File: src/rtl/fifo_pkg.sv
// Shared types and sizing helpers for the synchronous FIFO.
package fifo_pkg;

  typedef enum logic {
    FIFO_STD,
    FIFO_FWFT
  } fifo_mode_e;

  // Occupancy counter needs one extra bit to represent a completely full FIFO.
  function automatic int unsigned cnt_width(input int unsigned depth);
    return $clog2(depth) + 1;
  endfunction

endpackage

File: src/rtl/sync_fifo_v2_if.sv
// Handshake and status bundle between a FIFO user (master) and the FIFO (slave).
interface sync_fifo_v2_if
  import fifo_pkg::*;
#(
  parameter int unsigned DATA_WIDTH = 8,
  parameter int unsigned FIFO_DEPTH = 8
) ();

  localparam int unsigned CNT_W = cnt_width(FIFO_DEPTH);

  logic                  flush;
  logic                  write;
  logic [DATA_WIDTH-1:0] data_in;
  logic                  read;
  logic [DATA_WIDTH-1:0] data_out;
  logic                  full;
  logic                  empty;
  logic                  almost_full;
  logic                  almost_empty;
  logic [CNT_W-1:0]      fifo_count;
  logic                  overflow;
  logic                  underflow;

  modport master (
    output flush, write, data_in, read,
    input  data_out, full, empty, almost_full, almost_empty, fifo_count, overflow, underflow
  );

  modport slave (
    input  flush, write, data_in, read,
    output data_out, full, empty, almost_full, almost_empty, fifo_count, overflow, underflow
  );

endinterface

File: src/rtl/fifo_mem.sv
// Simple dual-port register array: one synchronous write port, one asynchronous read port.
module fifo_mem #(
  parameter int unsigned DATA_WIDTH = 8,
  parameter int unsigned DEPTH      = 8
) (
  input  logic                     clk,
  input  logic                     we,
  input  logic [$clog2(DEPTH)-1:0] waddr,
  input  logic [DATA_WIDTH-1:0]    wdata,
  input  logic [$clog2(DEPTH)-1:0] raddr,
  output logic [DATA_WIDTH-1:0]    rdata
);

  logic [DATA_WIDTH-1:0] mem_q [DEPTH];

  // Storage is deliberately left unreset.
  always_ff @(posedge clk) begin
    if (we) mem_q[waddr] <= wdata;
  end

  assign rdata = mem_q[raddr];

endmodule

File: src/rtl/sync_fifo_v2.sv
// Synchronous FIFO with registered-read or first-word-fall-through output,
// occupancy-decoded status flags and sticky overflow/underflow.
module sync_fifo_v2
  import fifo_pkg::*;
#(
  parameter int unsigned DATA_WIDTH = 8,
  parameter int unsigned FIFO_DEPTH = 8,
  parameter int unsigned AF_LEVEL   = FIFO_DEPTH - 2,
  parameter int unsigned AE_LEVEL   = 2,
  parameter fifo_mode_e  MODE       = FIFO_STD
) (
  input logic           clk,
  input logic           rst,
  sync_fifo_v2_if.slave bus
);

  localparam int unsigned PTR_W = $clog2(FIFO_DEPTH);
  localparam int unsigned CNT_W = cnt_width(FIFO_DEPTH);

  if ((FIFO_DEPTH < 4) || ((FIFO_DEPTH & (FIFO_DEPTH - 1)) != 0)) begin : g_bad_depth
    $error("sync_fifo_v2: FIFO_DEPTH must be a power of two and at least 4");
  end
  if (AE_LEVEL >= AF_LEVEL) begin : g_bad_levels
    $error("sync_fifo_v2: AE_LEVEL must be below AF_LEVEL");
  end

  logic [PTR_W-1:0]      wr_ptr_q, wr_ptr_d, rd_ptr_q, rd_ptr_d;
  logic [CNT_W-1:0]      count_q, count_d;
  logic                  ovf_q, ovf_d, udf_q, udf_d;
  logic                  full, empty, rd_acc, wr_acc;
  logic [DATA_WIDTH-1:0] rd_data;

  assign full  = (count_q == CNT_W'(FIFO_DEPTH));
  assign empty = (count_q == '0);

  // Flush blocks both transfers; a write into a full FIFO rides on a same-cycle read.
  assign rd_acc = bus.read && !empty && !bus.flush;
  assign wr_acc = bus.write && (!full || rd_acc) && !bus.flush;

  // Next-state for pointers, occupancy and sticky error flags.
  always_comb begin
    wr_ptr_d = wr_ptr_q;
    rd_ptr_d = rd_ptr_q;
    count_d  = count_q;
    ovf_d    = ovf_q;
    udf_d    = udf_q;
    if (bus.flush) begin
      wr_ptr_d = '0;
      rd_ptr_d = '0;
      count_d  = '0;
      ovf_d    = 1'b0;
      udf_d    = 1'b0;
    end else begin
      if (wr_acc) wr_ptr_d = wr_ptr_q + PTR_W'(1);
      if (rd_acc) rd_ptr_d = rd_ptr_q + PTR_W'(1);
      if (wr_acc && !rd_acc) count_d = count_q + CNT_W'(1);
      if (rd_acc && !wr_acc) count_d = count_q - CNT_W'(1);
      if (bus.write && !wr_acc) ovf_d = 1'b1;
      if (bus.read && !rd_acc) udf_d = 1'b1;
    end
  end

  // State register with synchronous active-low reset.
  always_ff @(posedge clk) begin
    if (!rst) begin
      wr_ptr_q <= '0;
      rd_ptr_q <= '0;
      count_q  <= '0;
      ovf_q    <= 1'b0;
      udf_q    <= 1'b0;
    end else begin
      wr_ptr_q <= wr_ptr_d;
      rd_ptr_q <= rd_ptr_d;
      count_q  <= count_d;
      ovf_q    <= ovf_d;
      udf_q    <= udf_d;
    end
  end

  fifo_mem #(
    .DATA_WIDTH (DATA_WIDTH),
    .DEPTH      (FIFO_DEPTH)
  ) u_mem (
    .clk   (clk),
    .we    (wr_acc && rst),
    .waddr (wr_ptr_q),
    .wdata (bus.data_in),
    .raddr (rd_ptr_q),
    .rdata (rd_data)
  );

  if (MODE == FIFO_STD) begin : g_std
    logic [DATA_WIDTH-1:0] dout_q;
    // Registered read: capture the head word as it is popped, hold otherwise.
    always_ff @(posedge clk) begin
      if (!rst) dout_q <= '0;
      else if (rd_acc) dout_q <= rd_data;
    end
    assign bus.data_out = dout_q;
  end else begin : g_fwft
    assign bus.data_out = rd_data;
  end

  assign bus.fifo_count   = count_q;
  assign bus.full         = full;
  assign bus.empty        = empty;
  assign bus.almost_full  = (count_q >= CNT_W'(AF_LEVEL));
  assign bus.almost_empty = (count_q <= CNT_W'(AE_LEVEL));
  assign bus.overflow     = ovf_q;
  assign bus.underflow    = udf_q;

endmodule

File: src/flat_wrapper.sv
// flat-port wrapper written by rule: the top's interface ports become plain ports
module sync_fifo_v2_flat import fifo_pkg::*;
#(
  parameter int unsigned DATA_WIDTH = 8,
  parameter int unsigned FIFO_DEPTH = 8,
  parameter int unsigned AF_LEVEL   = FIFO_DEPTH - 2,
  parameter int unsigned AE_LEVEL   = 2,
  parameter fifo_mode_e  MODE       = FIFO_STD
)
  (clk, rst, bus_flush, bus_write, bus_data_in, bus_read, bus_data_out, bus_full, bus_empty, bus_almost_full, bus_almost_empty, bus_fifo_count, bus_overflow, bus_underflow);
  sync_fifo_v2_if #(.DATA_WIDTH(DATA_WIDTH), .FIFO_DEPTH(FIFO_DEPTH)) bus_i ();
  input logic clk;
  input logic rst;
  input wire logic [$bits(bus_i.flush)-1:0] bus_flush;
  input wire logic [$bits(bus_i.write)-1:0] bus_write;
  input wire logic [$bits(bus_i.data_in)-1:0] bus_data_in;
  input wire logic [$bits(bus_i.read)-1:0] bus_read;
  output wire logic [$bits(bus_i.data_out)-1:0] bus_data_out;
  output wire logic [$bits(bus_i.full)-1:0] bus_full;
  output wire logic [$bits(bus_i.empty)-1:0] bus_empty;
  output wire logic [$bits(bus_i.almost_full)-1:0] bus_almost_full;
  output wire logic [$bits(bus_i.almost_empty)-1:0] bus_almost_empty;
  output wire logic [$bits(bus_i.fifo_count)-1:0] bus_fifo_count;
  output wire logic [$bits(bus_i.overflow)-1:0] bus_overflow;
  output wire logic [$bits(bus_i.underflow)-1:0] bus_underflow;
  assign bus_i.flush = bus_flush;
  assign bus_i.write = bus_write;
  assign bus_i.data_in = bus_data_in;
  assign bus_i.read = bus_read;
  assign bus_data_out = bus_i.data_out;
  assign bus_full = bus_i.full;
  assign bus_empty = bus_i.empty;
  assign bus_almost_full = bus_i.almost_full;
  assign bus_almost_empty = bus_i.almost_empty;
  assign bus_fifo_count = bus_i.fifo_count;
  assign bus_overflow = bus_i.overflow;
  assign bus_underflow = bus_i.underflow;
  sync_fifo_v2 #(.DATA_WIDTH(DATA_WIDTH), .FIFO_DEPTH(FIFO_DEPTH), .AF_LEVEL(AF_LEVEL), .AE_LEVEL(AE_LEVEL), .MODE(MODE)) u_core (.clk(clk), .rst(rst), .bus(bus_i));
endmodule
File: config.mk
export PLATFORM = sky130hd
export DESIGN_NAME = sync_fifo_v2_flat
export DESIGN_NICKNAME = d
export VERILOG_FILES = /design/src/rtl/fifo_pkg.sv /design/src/rtl/sync_fifo_v2_if.sv /design/src/rtl/fifo_mem.sv /design/src/rtl/sync_fifo_v2.sv /design/src/flat_wrapper.sv
export SDC_FILE = /design/constraint.sdc
export NUM_CORES = 1
export LEC_CHECK = 0
export CORE_UTILIZATION = 60
export CTS_CLUSTER_DIAMETER = 40
export DETAILED_ROUTE_END_ITERATION = 12
export PLACE_DENSITY = 0.92
export SYNTH_ARGS = -nofsm -noshare
export SYNTH_HDL_FRONTEND = slang
export SYNTH_SLANG_ARGS = --single-unit
File: constraint.sdc
create_clock -name clk -period 5.9 [get_ports clk]
set_input_delay 0.885 -clock clk [delete_from_list [all_inputs] [get_ports clk]]
set_output_delay 0.885 -clock clk [all_outputs]
set_load 0.05 [all_outputs]
==> flow_metrics.tcl <==
set metrics [dict create \
    status "complete, no violations" \
    avgSynthCellArea_um2 16.7 \
    hold_viol 0 \
    drt_iter0_drc 126 \
    synth-edff-count 64 \
    r2r-end "u_core.bus.fifo_count[3]$_SDFFE_PP0P_" \
    fp.dieW_um 76.8 \
    r2r_cells 8 \
    hp-class "flop to flop" \
    synthArstFlopShare_pct 0 \
    coreArea_mm2 0.00524 \
    fin_ws_ns 2.52 \
    cp_max_fo 14 \
    syn2layout_area_growth_pct 15.7 \
    worst-setup-path-type "primary input to flop" \
    gp_congestion 0.735 \
    nNetsFinal 253 \
    synth_top_cells_by_area "edfxtp_1 57%, dfxtp_1 12%, mux4_2 11%, mux2i_1 3.0%, nor2_1 2.1%" \
    setup_tns_ns 0 \
    holdPathStages 2 \
    grt_max_degree 19 \
    p_per_area_mw_per_mm2 277 \
    htree_levels 3 \
    drive_above_1_share_pct 14.7 \
    vias 1849 \
    synth_top_area_share_pct 57.2 \
    min_from "u_core.bus.underflow$_SDFFE_PP0P_" \
    cts_tree "built" \
    io_pins 31 \
    postSynthCellCount 201 \
    r2r-start "u_core.bus.fifo_count[3]$_SDFFE_PP0P_" \
    finalWirelength_um 5790 \
    die_h_um 76.8 \
    yosysWarnings 0 \
    post-route-min-period_ns 3.38 \
    finalSetupViolations 0 \
    syn_nets 220 \
    stdcell_area_mm2 0.00388 \
    synth-seq-area-share_pct 69.2 \
    ir_drop_uv 198 \
    ys_seq_elements 84 \
    finalNonFillerCells 308 \
    grt_pass1_wl_um 9390 \
    slew_headroom_pct 17.4 \
    place_area_mm2 0.00370 \
    cts_made_buffers 9 \
    cp_slowest_stage_delay_ns 0.96 \
    dr.pass1.iters 5 \
    drv_slew 0 \
    fin_hold_ws_ns 0.470 \
    cp_num_buf_inv 1 \
    finalPower_mw 1.07 \
    num_rows 26 \
    whs_endpoint "u_core.bus.underflow$_SDFFE_PP0P_" \
    initial_core_util_pct 64.1 \
    layout_commonest_cell "edfxtp_1" \
    reg2reg_slack_ns 3.28 \
    worst_setup_path_start_kind "primary input" \
    post-place-ws_ns 2.18 \
    cts.sink_count 84 \
    clockRootBuffer "clkbuf_8" \
    clk_latency_ns 0.35 \
    synth_cell_types 37 \
    clk_pin_slew_ns 0.08 \
    fin_util_pct 74.1 \
    wl_per_cell_um 18.8 \
    layout_common_cells "64 x edfxtp_1, 30 x clkdlybuf4s50_1, 20 x dfxtp_1" \
    cts_setup_buffers 0 \
    insertedDiodeCount 0 \
    clk_path_buf_depth 2 \
    path_cells "clkdlybuf4s50_1, nand2b_1, or3_1, nor3_1" \
    viasPerCell 6.00 \
    cp_top_family "simple AND/OR/NAND/NOR gates" \
    route.detailed.drc 0 \
    rsz0062_at_grt "no" \
    slowest_stage "nor3_1" \
    gr-usage-all-layers_pct 22.3 \
    layout_worst_path_cycle_share_pct 57.3 \
    cp.required_ns 5.86 \
    grt.overflow.total 0 \
    dp_hpwl_um 3900 \
    clock_skew_ns 0.00826 \
    hold_buffers 0 \
    cp.arrival_ns 3.34 \
    synth_ff_type "edfxtp_1" \
    p_leak_nw 1.24 \
    dp_cells 293 \
    grt_pass1_vias 1775 \
    drv_cap 0 \
    synth_area_mm2 0.00336 \
    io_buffer_count 30 \
    cts_resized 0 \
    postRouteAntennaNets 0 \
    max_freq_mhz 296 \
    grt_antenna_before_repair 0 \
    yosysTopAreaCell "edfxtp_1" \
    end_kind "flop" \
    max_slew.worst_pin.slew_ns 1.23 \
    dieArea_mm2 0.00590 \
]
how the worst max path moves through the flow:
stage	start	end	slack, ns	depth (start not counted)
floorplan	u_core.bus.fifo_count[0]$_SDFFE_PP0P_	bus_empty	2.87	1
global route	rst	u_core.u_mem.mem_q[4][3]$_DFFE_PP_	2.32	4
detailed placement	rst	u_core.u_mem.mem_q[4][0]$_DFFE_PP_	2.18	4
CTS	rst	u_core.u_mem.mem_q[4][3]$_DFFE_PP_	2.50	4
finish	rst	u_core.u_mem.mem_q[4][3]$_DFFE_PP_	2.52	4
global placement	rst	u_core.u_mem.mem_q[4][3]$_DFFE_PP_	2.40	4
tightest hold or removal path: stages, from the launching register on:
cell and delay, ns:
dfxtp_1 0.32, inv_1 0.05, a21oi_1 0.05
cells in the mapped netlist (3+ instances only):
library cell,n
o21ai_0,8
a21oi_1,13
dfxtp_1,20
nor2_1,19
mux4_2,16
mux2i_1,10
xor2_1,4
buf_1,3
ha_1,5
inv_1,6
edfxtp_1,64
nand2b_1,3
flip-flops by register name, indices dropped and copies added (netlist names):
| signal | flops |
|---|---|
| u_core.bus.data_out | 8 |
| u_core.bus.fifo_count | 4 |
| u_core.bus.overflow | 1 |
| u_core.bus.underflow | 1 |
| u_core.rd_ptr_q | 3 |
| u_core.u_mem.mem_q | 64 |
| u_core.wr_ptr_q | 3 |
layout make-up:
type / count / area (um^2)
Clock inverter: 5 / 53.8
Sequential cell: 84 / 2320
Timing Repair Buffer: 30 / 300
Inverter: 6 / 22.5
Multi-Input combinational cell: 103 / 968
Fill cell: 311 / 1360
Clock buffer: 10 / 128
Tap cell: 70 / 87.6
cell families after synthesis:
group	count (synthesis)	synth area share, %
flip-flops	84	69.2
AND/OR/NAND/NOR	35	5.33
adder cells (fa/ha/maj)	6	2.46
AO/OA/AOI/OAI	30	5.78
buffers and inverters	14	1.98
multiplexers	26	13.7
XOR/XNOR	6	1.57
power by group:
group          internal [mW]  leakage, nW  switching [mW]
clock network          0.191       0.0858           0.190
logic                 0.0201        0.418          0.0289
registers              0.640        0.738         0.00454
total                  0.851         1.24           0.223
per-layer routing:
layer | vias to the layer above | share of wire [%] | track usage (%)
li1 | 840 | - | -
met1 | 919 | 41 | 31.8
met2 | 79 | 49 | 33.0
met3 | 11 | 8.8 | 8.45
met4 | 0 | 1.2 | 5.00
met5 | - | 0 | 0
Power figures use the tool's default switching activity.
